### src/rtl/jk_pkg.sv
// Shared constants for the run-time selectable JK/counter register bank.
package jk_pkg;

  localparam int unsigned MODE_W = 3;

  localparam logic [MODE_W-1:0] MODE_HOLD   = 3'd0;
  localparam logic [MODE_W-1:0] MODE_JK     = 3'd1;
  localparam logic [MODE_W-1:0] MODE_LOAD   = 3'd2;
  localparam logic [MODE_W-1:0] MODE_TOGGLE = 3'd3;
  localparam logic [MODE_W-1:0] MODE_UP     = 3'd4;
  localparam logic [MODE_W-1:0] MODE_DOWN   = 3'd5;
  localparam logic [MODE_W-1:0] MODE_SHIFT  = 3'd6;

endpackage : jk_pkg

### src/rtl/jk_bit_next.sv
// Combinational next-state cell for one JK flip-flop bit.
module jk_bit_next (
  input  logic q_i,
  input  logic j_i,
  input  logic k_i,
  output logic nq_i
);

  always_comb begin
    nq_i = q_i;
    case ({j_i, k_i})
      2'b00:   nq_i = q_i;
      2'b01:   nq_i = 1'b0;
      2'b10:   nq_i = 1'b1;
      2'b11:   nq_i = ~q_i;
      default: nq_i = q_i;
    endcase
  end

endmodule : jk_bit_next

### src/rtl/jk_mode_register.sv
// WIDTH-bit register bank with run-time selectable JK/load/toggle/count/shift
// next-state logic, a terminal-count flag and a sticky wrap flag.
module jk_mode_register
  import jk_pkg::*;
#(
  parameter int unsigned      WIDTH     = 4,
  parameter logic [WIDTH-1:0] RESET_VAL = '0
) (
  input  logic              clk,
  input  logic              rst,
  input  logic              en,
  input  logic [MODE_W-1:0] mode,
  input  logic [WIDTH-1:0]  j,
  input  logic [WIDTH-1:0]  k,
  input  logic [WIDTH-1:0]  d,
  input  logic              ovf_clr,
  output logic [WIDTH-1:0]  q,
  output logic [WIDTH-1:0]  qn,
  output logic              tc,
  output logic              ovf
);

  logic [WIDTH-1:0] r_q;
  logic             r_ovf;
  logic [WIDTH-1:0] w_jk_next;
  logic [WIDTH-1:0] w_shift_next;
  logic [WIDTH-1:0] w_q_next;
  logic             w_tc;

  // One JK cell per bit, all fed from the live state.
  for (genvar gi = 0; gi < int'(WIDTH); gi++) begin : g_jk_bit
    jk_bit_next u_jk_bit_next (
      .q_i  (r_q[gi]),
      .j_i  (j[gi]),
      .k_i  (k[gi]),
      .nq_i (w_jk_next[gi])
    );
  end

  // A single-bit bank simply takes the serial input.
  if (WIDTH == 1) begin : g_shift_w1
    assign w_shift_next = j[0];
  end else begin : g_shift_wn
    assign w_shift_next = {r_q[WIDTH-2:0], j[0]};
  end

  always_comb begin
    w_q_next = r_q;
    case (mode)
      MODE_HOLD:   w_q_next = r_q;
      MODE_JK:     w_q_next = w_jk_next;
      MODE_LOAD:   w_q_next = d;
      MODE_TOGGLE: w_q_next = r_q ^ j;
      MODE_UP:     w_q_next = r_q + WIDTH'(1);
      MODE_DOWN:   w_q_next = r_q - WIDTH'(1);
      MODE_SHIFT:  w_q_next = w_shift_next;
      default:     w_q_next = r_q;
    endcase
  end

  // Asserted whenever the next count step in the current direction wraps.
  assign w_tc = ((mode == MODE_UP)   && (r_q == {WIDTH{1'b1}})) ||
                ((mode == MODE_DOWN) && (r_q == {WIDTH{1'b0}}));

  always_ff @(posedge clk) begin
    if (rst) begin
      r_q   <= RESET_VAL;
      r_ovf <= 1'b0;
    end else begin
      if (en) begin
        r_q <= w_q_next;
      end
      // A wrap on the same edge as a clear keeps the flag set.
      if (en && w_tc) begin
        r_ovf <= 1'b1;
      end else if (ovf_clr) begin
        r_ovf <= 1'b0;
      end
    end
  end

  assign q   = r_q;
  assign qn  = ~r_q;
  assign tc  = w_tc;
  assign ovf = r_ovf;

endmodule : jk_mode_register
### config.mk
export PLATFORM = sky130hd
export DESIGN_NAME = jk_mode_register
export DESIGN_NICKNAME = d
export VERILOG_FILES = /design/src/rtl/jk_pkg.sv /design/src/rtl/jk_bit_next.sv /design/src/rtl/jk_mode_register.sv
export SDC_FILE = /design/constraint.sdc
export NUM_CORES = 1
export LEC_CHECK = 0
export CAP_MARGIN = 20
export CORE_MARGIN = 3
export CORE_UTILIZATION = 40
export DETAILED_ROUTE_END_ITERATION = 16
export PLACE_DENSITY_LB_ADDON = 0.3
export SKIP_CTS_REPAIR_TIMING = 1
export SYNTH_ARGS = -nofsm -noshare
export SYNTH_HDL_FRONTEND = slang
export SYNTH_HIERARCHICAL = 1
export SYNTH_SLANG_ARGS = --single-unit
### constraint.sdc
create_clock -name clk -period 1.8 [get_ports clk]
set_input_delay 0.18 -clock clk [delete_from_list [all_inputs] [get_ports clk]]
set_output_delay 0.18 -clock clk [all_outputs]
set_load 0.02 [all_outputs]
### Word-level counts from Yosys, hierarchy flattened

Index checks and enable logic that the tools add are counted.

* bits in registers: 5

* add/subtract/negate cells: 2
* equal/unequal tests: 23
* muxes and demuxes: 7
* bitwise gates (word level): 6
* reductions and logical operators: 15

Operators with widths (number)
* case mux 4 bit (6 select lines): 1
* == test 2 bit, second input constant: 8
* case mux 1 bit (3 select lines): 4
* AND reduction 3 bit: 4
* == test 3 bit, second input constant: 3
* == test 2 x 1 -> 1 bit, second input constant: 4
* logical NOT 2 bit: 4
* inequality test 2 bit, second input constant: 4
* == test 3 x 2 -> 1 bit, second input constant: 2
* nonzero test 6 bit: 1
* adder 4 x 1 -> 4 bit, second input constant: 1
* == test 4 bit, second input constant: 1
* logical NOT 4 bit: 1
* inverter 1 bit: 4
* inverter 4 bit: 1
* subtractor 4 x 1 -> 4 bit, second input constant: 1
* bitwise XOR 4 bit: 1
* == test 3 x 1 -> 1 bit, second input constant: 1
* logical AND 1 bit: 3
* 2-to-1 mux 1 bit: 2
* nonzero test 2 bit: 1
* logical OR 1 bit: 1

### Depth between registers and ports, before layout

* word-level depth: 5
* depth in mapped cells: 9
* mapped depth without buffers: 8

### Modules after synthesis

The synthesis kept the hierarchy.

By module, submodules not included
* jk_mode_register: times used 1, cells an instance 84, area an instance 568.0 sq um
* jk_bit_next: times used 4, cells an instance 2, area an instance 13.8 sq um

### Worst setup path after synthesis

Ideal clock, no wire load.

* path kind: reg-to-output
* start: reg r_q[1], in the netlist q[1]
* end: out tc
* arrival: 1.483 ns
* required time: 1.620 ns
* setup slack: 0.137 ns
* cell stages (with the launch flop): 6
* path buffers: 1
* path through: dfxtp_1 -> buf_6 -> or4b_4 -> nor2_1 -> nor2_1 -> nor2_1

* word-level cells in the longest chain between the ends: 3
* elaborated cells on any way between the ends: 5
* classes of those cells: 1 x eq/ne; 4 x reduce/logical

RTL lines
* from (decl): RTL line jk_mode_register.sv:23 `logic [WIDTH-1:0] r_q;`
* from (signal assigned): RTL line jk_mode_register.sv:71 `r_q <= w_q_next;`
* == test 4 bit or logical NOT 4 bit (tied branches): RTL line jk_mode_register.sv:62, jk_mode_register.sv:63
* logical AND 1 bit, on equally long branches: RTL line jk_mode_register.sv:62, jk_mode_register.sv:63
* logical OR 1 bit (*): RTL line jk_mode_register.sv:62 `assign w_tc = ((mode == MODE_UP) && (r_q == {WIDTH{1'b1}})) ||`
* to (decl): RTL line jk_mode_register.sv:19 `output logic tc,`

Mark *: on every way between the ends. The rest lies on a longest branch, timed or not.

### Worst setup path after layout

* start: in mode[0]
* end: out tc

* word-level cells in the longest chain between the ends: 3
* elaborated cells on any way between the ends: 5
* classes of those cells: 2 x eq/ne; 3 x reduce/logical

RTL lines
* from (decl): RTL line jk_mode_register.sv:12 `input logic [MODE_W-1:0] mode,`
* == test 3 bit, on equally long branches: RTL line jk_mode_register.sv:62, jk_mode_register.sv:63
* logical AND 1 bit, on equally long branches: RTL line jk_mode_register.sv:62, jk_mode_register.sv:63
* logical OR 1 bit (*): RTL line jk_mode_register.sv:62

Marks and branches as above.

==> results.yml <==
clocking:
  h-tree-depth: 1
  cts_tree: "done"
  clk_pin_slew_ns: 0.04
  clk_latency_ns: 0.25
  cts_root_buffer: "clkbuf_4"
  max-clock-path-buffers: 2
  cts_buffers: 3
  cts_sinks: 5
synthesis:
  synth_area_um2: 623.1
  synth_top_area_share: 0.1606
  postSynthAreaPerCell_um2: 6.773
  synthCells: 92
  synth-seq-area-share: 0.1606
  async_flop_share: 0
  synthTopCellsByArea: "dfxtp_1, mux2i_1, inv_1"
  ys_top_cells_by_count: "inv_1, nor2_1, nand2_1"
  synthFlopType: "dfxtp_1"
  yosysTopAreaCell: "dfxtp_1"
  yosysMostFrequentCell: "inv_1"
  synth.distinct_cells: 31
  syn_nets: 112
  synth_seq_cells: 5
  yosys_warnings: 6
  synth-edff-count: 0
worst_setup_path:
  worstSetupStartpointType: "input pin"
  crit_top_cell: "nor2_1"
  crit_path_top_delay_cell: "clkdlybuf4s50_1"
  r2r_end: "q[2]$_SDFFE_PP0P_"
  reg2reg_setup_slack_ns: 0.36
  crit_path_cell_trace: "clkdlybuf4s50_1, or4b_4, nor2_1, nor2_1, nor2_1, buf_2"
  crit_path_end_kind: "primary output"
  critical_path_class: "input pin to primary output"
  crit_buf_inv: 2
  r2r_cells: 7
  crit_arrival_ns: 1.53
  reg2reg_from: "q[1]$_SDFFE_PP0P_"
  required_ns: 1.62
  cp_top_family: "simple AND/OR/NAND/NOR gates"
  worstPathMaxFanout: 2
  slowest_delay_ns: 0.47
detailed_routing:
  drt_pre_antenna_iters: 4
  wl_per_cell_um: 11.86
  via_per_inst: 5.262
  drt_iter0_markers: 23
  post-route-drc-count: 0
  via_count: 763
  drt-total-wl_um: 1719
  postRouteAntennaNets: 0
global_route:
  antenna_found_initial: 0
  grt_overflow: 0
  grt_max_degree: 18
  first_global_vias: 666
  grtUsageTotal: 0.1833
  grt_pass1_wl_um: 2794
worst_hold_path:
  worstHoldPathType: "flop to flop"
  min_from: "ovf$_SDFFE_PP0P_"
  worst_hold_path.endpoint: "ovf$_SDFFE_PP0P_"
  min_path_cells: 2
final_layout:
  antenna_cells: 0
  final_layout_size_suffix_gt1_frac: 0.1308
  nets: 151
  area_growth_pct: 59.84
  final_cell_count_no_fill: 145
pwr:
  fin_total_pwr_uw: 509.7
  peakVddDrop_uv: 248.9
  p_per_area_nw_per_um2: 511.8
  leakage_uw: 0.0004104
floorplanning:
  die_h_um: 45.47
  die_area_um2: 2068
  row_count: 13
  pin_count: 29
  start_util: 0.4507
  chipWidth_um: 45.47
  core_region_area_um2: 1383
sta:
  tightest_slew_ns: 0.3027
  drv_slew: 0
  finalHoldViolCount: 0
  slew_headroom: 0.7956
  clock_skew_ns: 0.003508
  layout_setup_ws_ns: 0.09454
  grt_setup_unrepaired: "false"
  finalCritPeriodShare: 0.9475
  max_freq_mhz: 586.4
  tns_ns: 0
  fin_crit_ns: 1.705
  setup-violations-final: 0
run_status:
  status: "finished clean"
placed_design:
  port_buffers: 28
  place_worst_setup_slack_ns: -0.3501
  dp.cells: 141
  place_congestion: 0.8271
  dp_hpwl_um: 1390
job:
  cap_violations: 0
[final cells by class]
cell class | instances | area [um^2]
Inverter | 11 | 41.29
Multi-Input combinational cell | 71 | 451.7
Fill cell | 120 | 386.6
Sequential cell | 5 | 100.1
Tap cell | 15 | 18.77
Timing Repair Buffer | 39 | 357.8
Clock buffer | 4 | 26.28
[state kept, by name (all words and copies together) (netlist names)]
register  cells
ovf           1
q             4
[cells by family (layout without fill, tap and decap cells)]
family | after synthesis | after routing | synth area share
buffers and inverters | 16 | 54 | 0.1144
adders and majority gates | 1 | 1 | 0.02008
and+or+nand+nor | 34 | 34 | 0.2912
muxes | 6 | 6 | 0.09639
xor gates and xnor gates | 6 | 6 | 0.08434
AOI/OAI and AO/OA | 24 | 24 | 0.2329
DFF | 5 | 5 | 0.1606
[where the power goes]
| group | internal (uW) | switching (uW) |
|---|---|---|
| sequential | 120 | 5.80 |
| clock | 84.1 | 50.1 |
| combinational | 132 | 118 |
[worst reg2reg max path: cells and delay by family, from the launching register on]
family	cells	cell delay, ns
and+or+nand+nor	1	0.18
DFF	1	0.31
adders and majority gates	1	0.19
AOI/OAI and AO/OA	2	0.17
buffers and inverters	1	0.17
xor gates and xnor gates	2	0.30
[placed cells by master (no fill, tap or decap), types with 3 or more instances in the layout]
master           instances
nor2b_1                  3
a21oi_1                  7
buf_4                   11
inv_1                   11
o21ai_0                  7
mux2i_1                  6
dfxtp_1                  5
or3_1                    3
clkdlybuf4s50_1         27
clkbuf_4                 3
nor2_1                  10
nand2b_1                 3
nand2_1                  8
xnor2_1                  4
[how the worst max path moves through the flow]
| stage | depth (start not counted) | endpoint | start |
|---|---|---|---|
| floorplan | 5 | tc | q[1]$_SDFFE_PP0P_ |
| global placement | 6 | tc | mode[0] |
| detailed placement | 6 | tc | mode[0] |
| CTS | 6 | tc | mode[0] |
| global route | 6 | tc | mode[0] |
| finish | 6 | tc | mode[0] |
[metrics by stage]
| step | area (um^2) | hold slack [ns] | util |
|---|---|---|---|
| after floorplan | 623.1 | 0.2743 | - |
| after global placement | 974.7 | 0.4528 | 0.7050 |
| after detailed placement | 974.7 | 0.4740 | 0.7050 |
| after CTS | 1001 | 0.4841 | 0.7240 |
| after global routing | 996.0 | 0.5125 | 0.7204 |
| final | 996.0 | 0.4862 | 0.7204 |
[metal layers]
layer  vias to the layer above  global-route usage  wire, um
li1                        396                   -         -
met5                         -                   0         0
met3                         2             0.03162       112
met1                       333              0.2207       747
met2                        32              0.3008       841
met4                         0              0.1053        17
(Power assumes the default switching activity.)
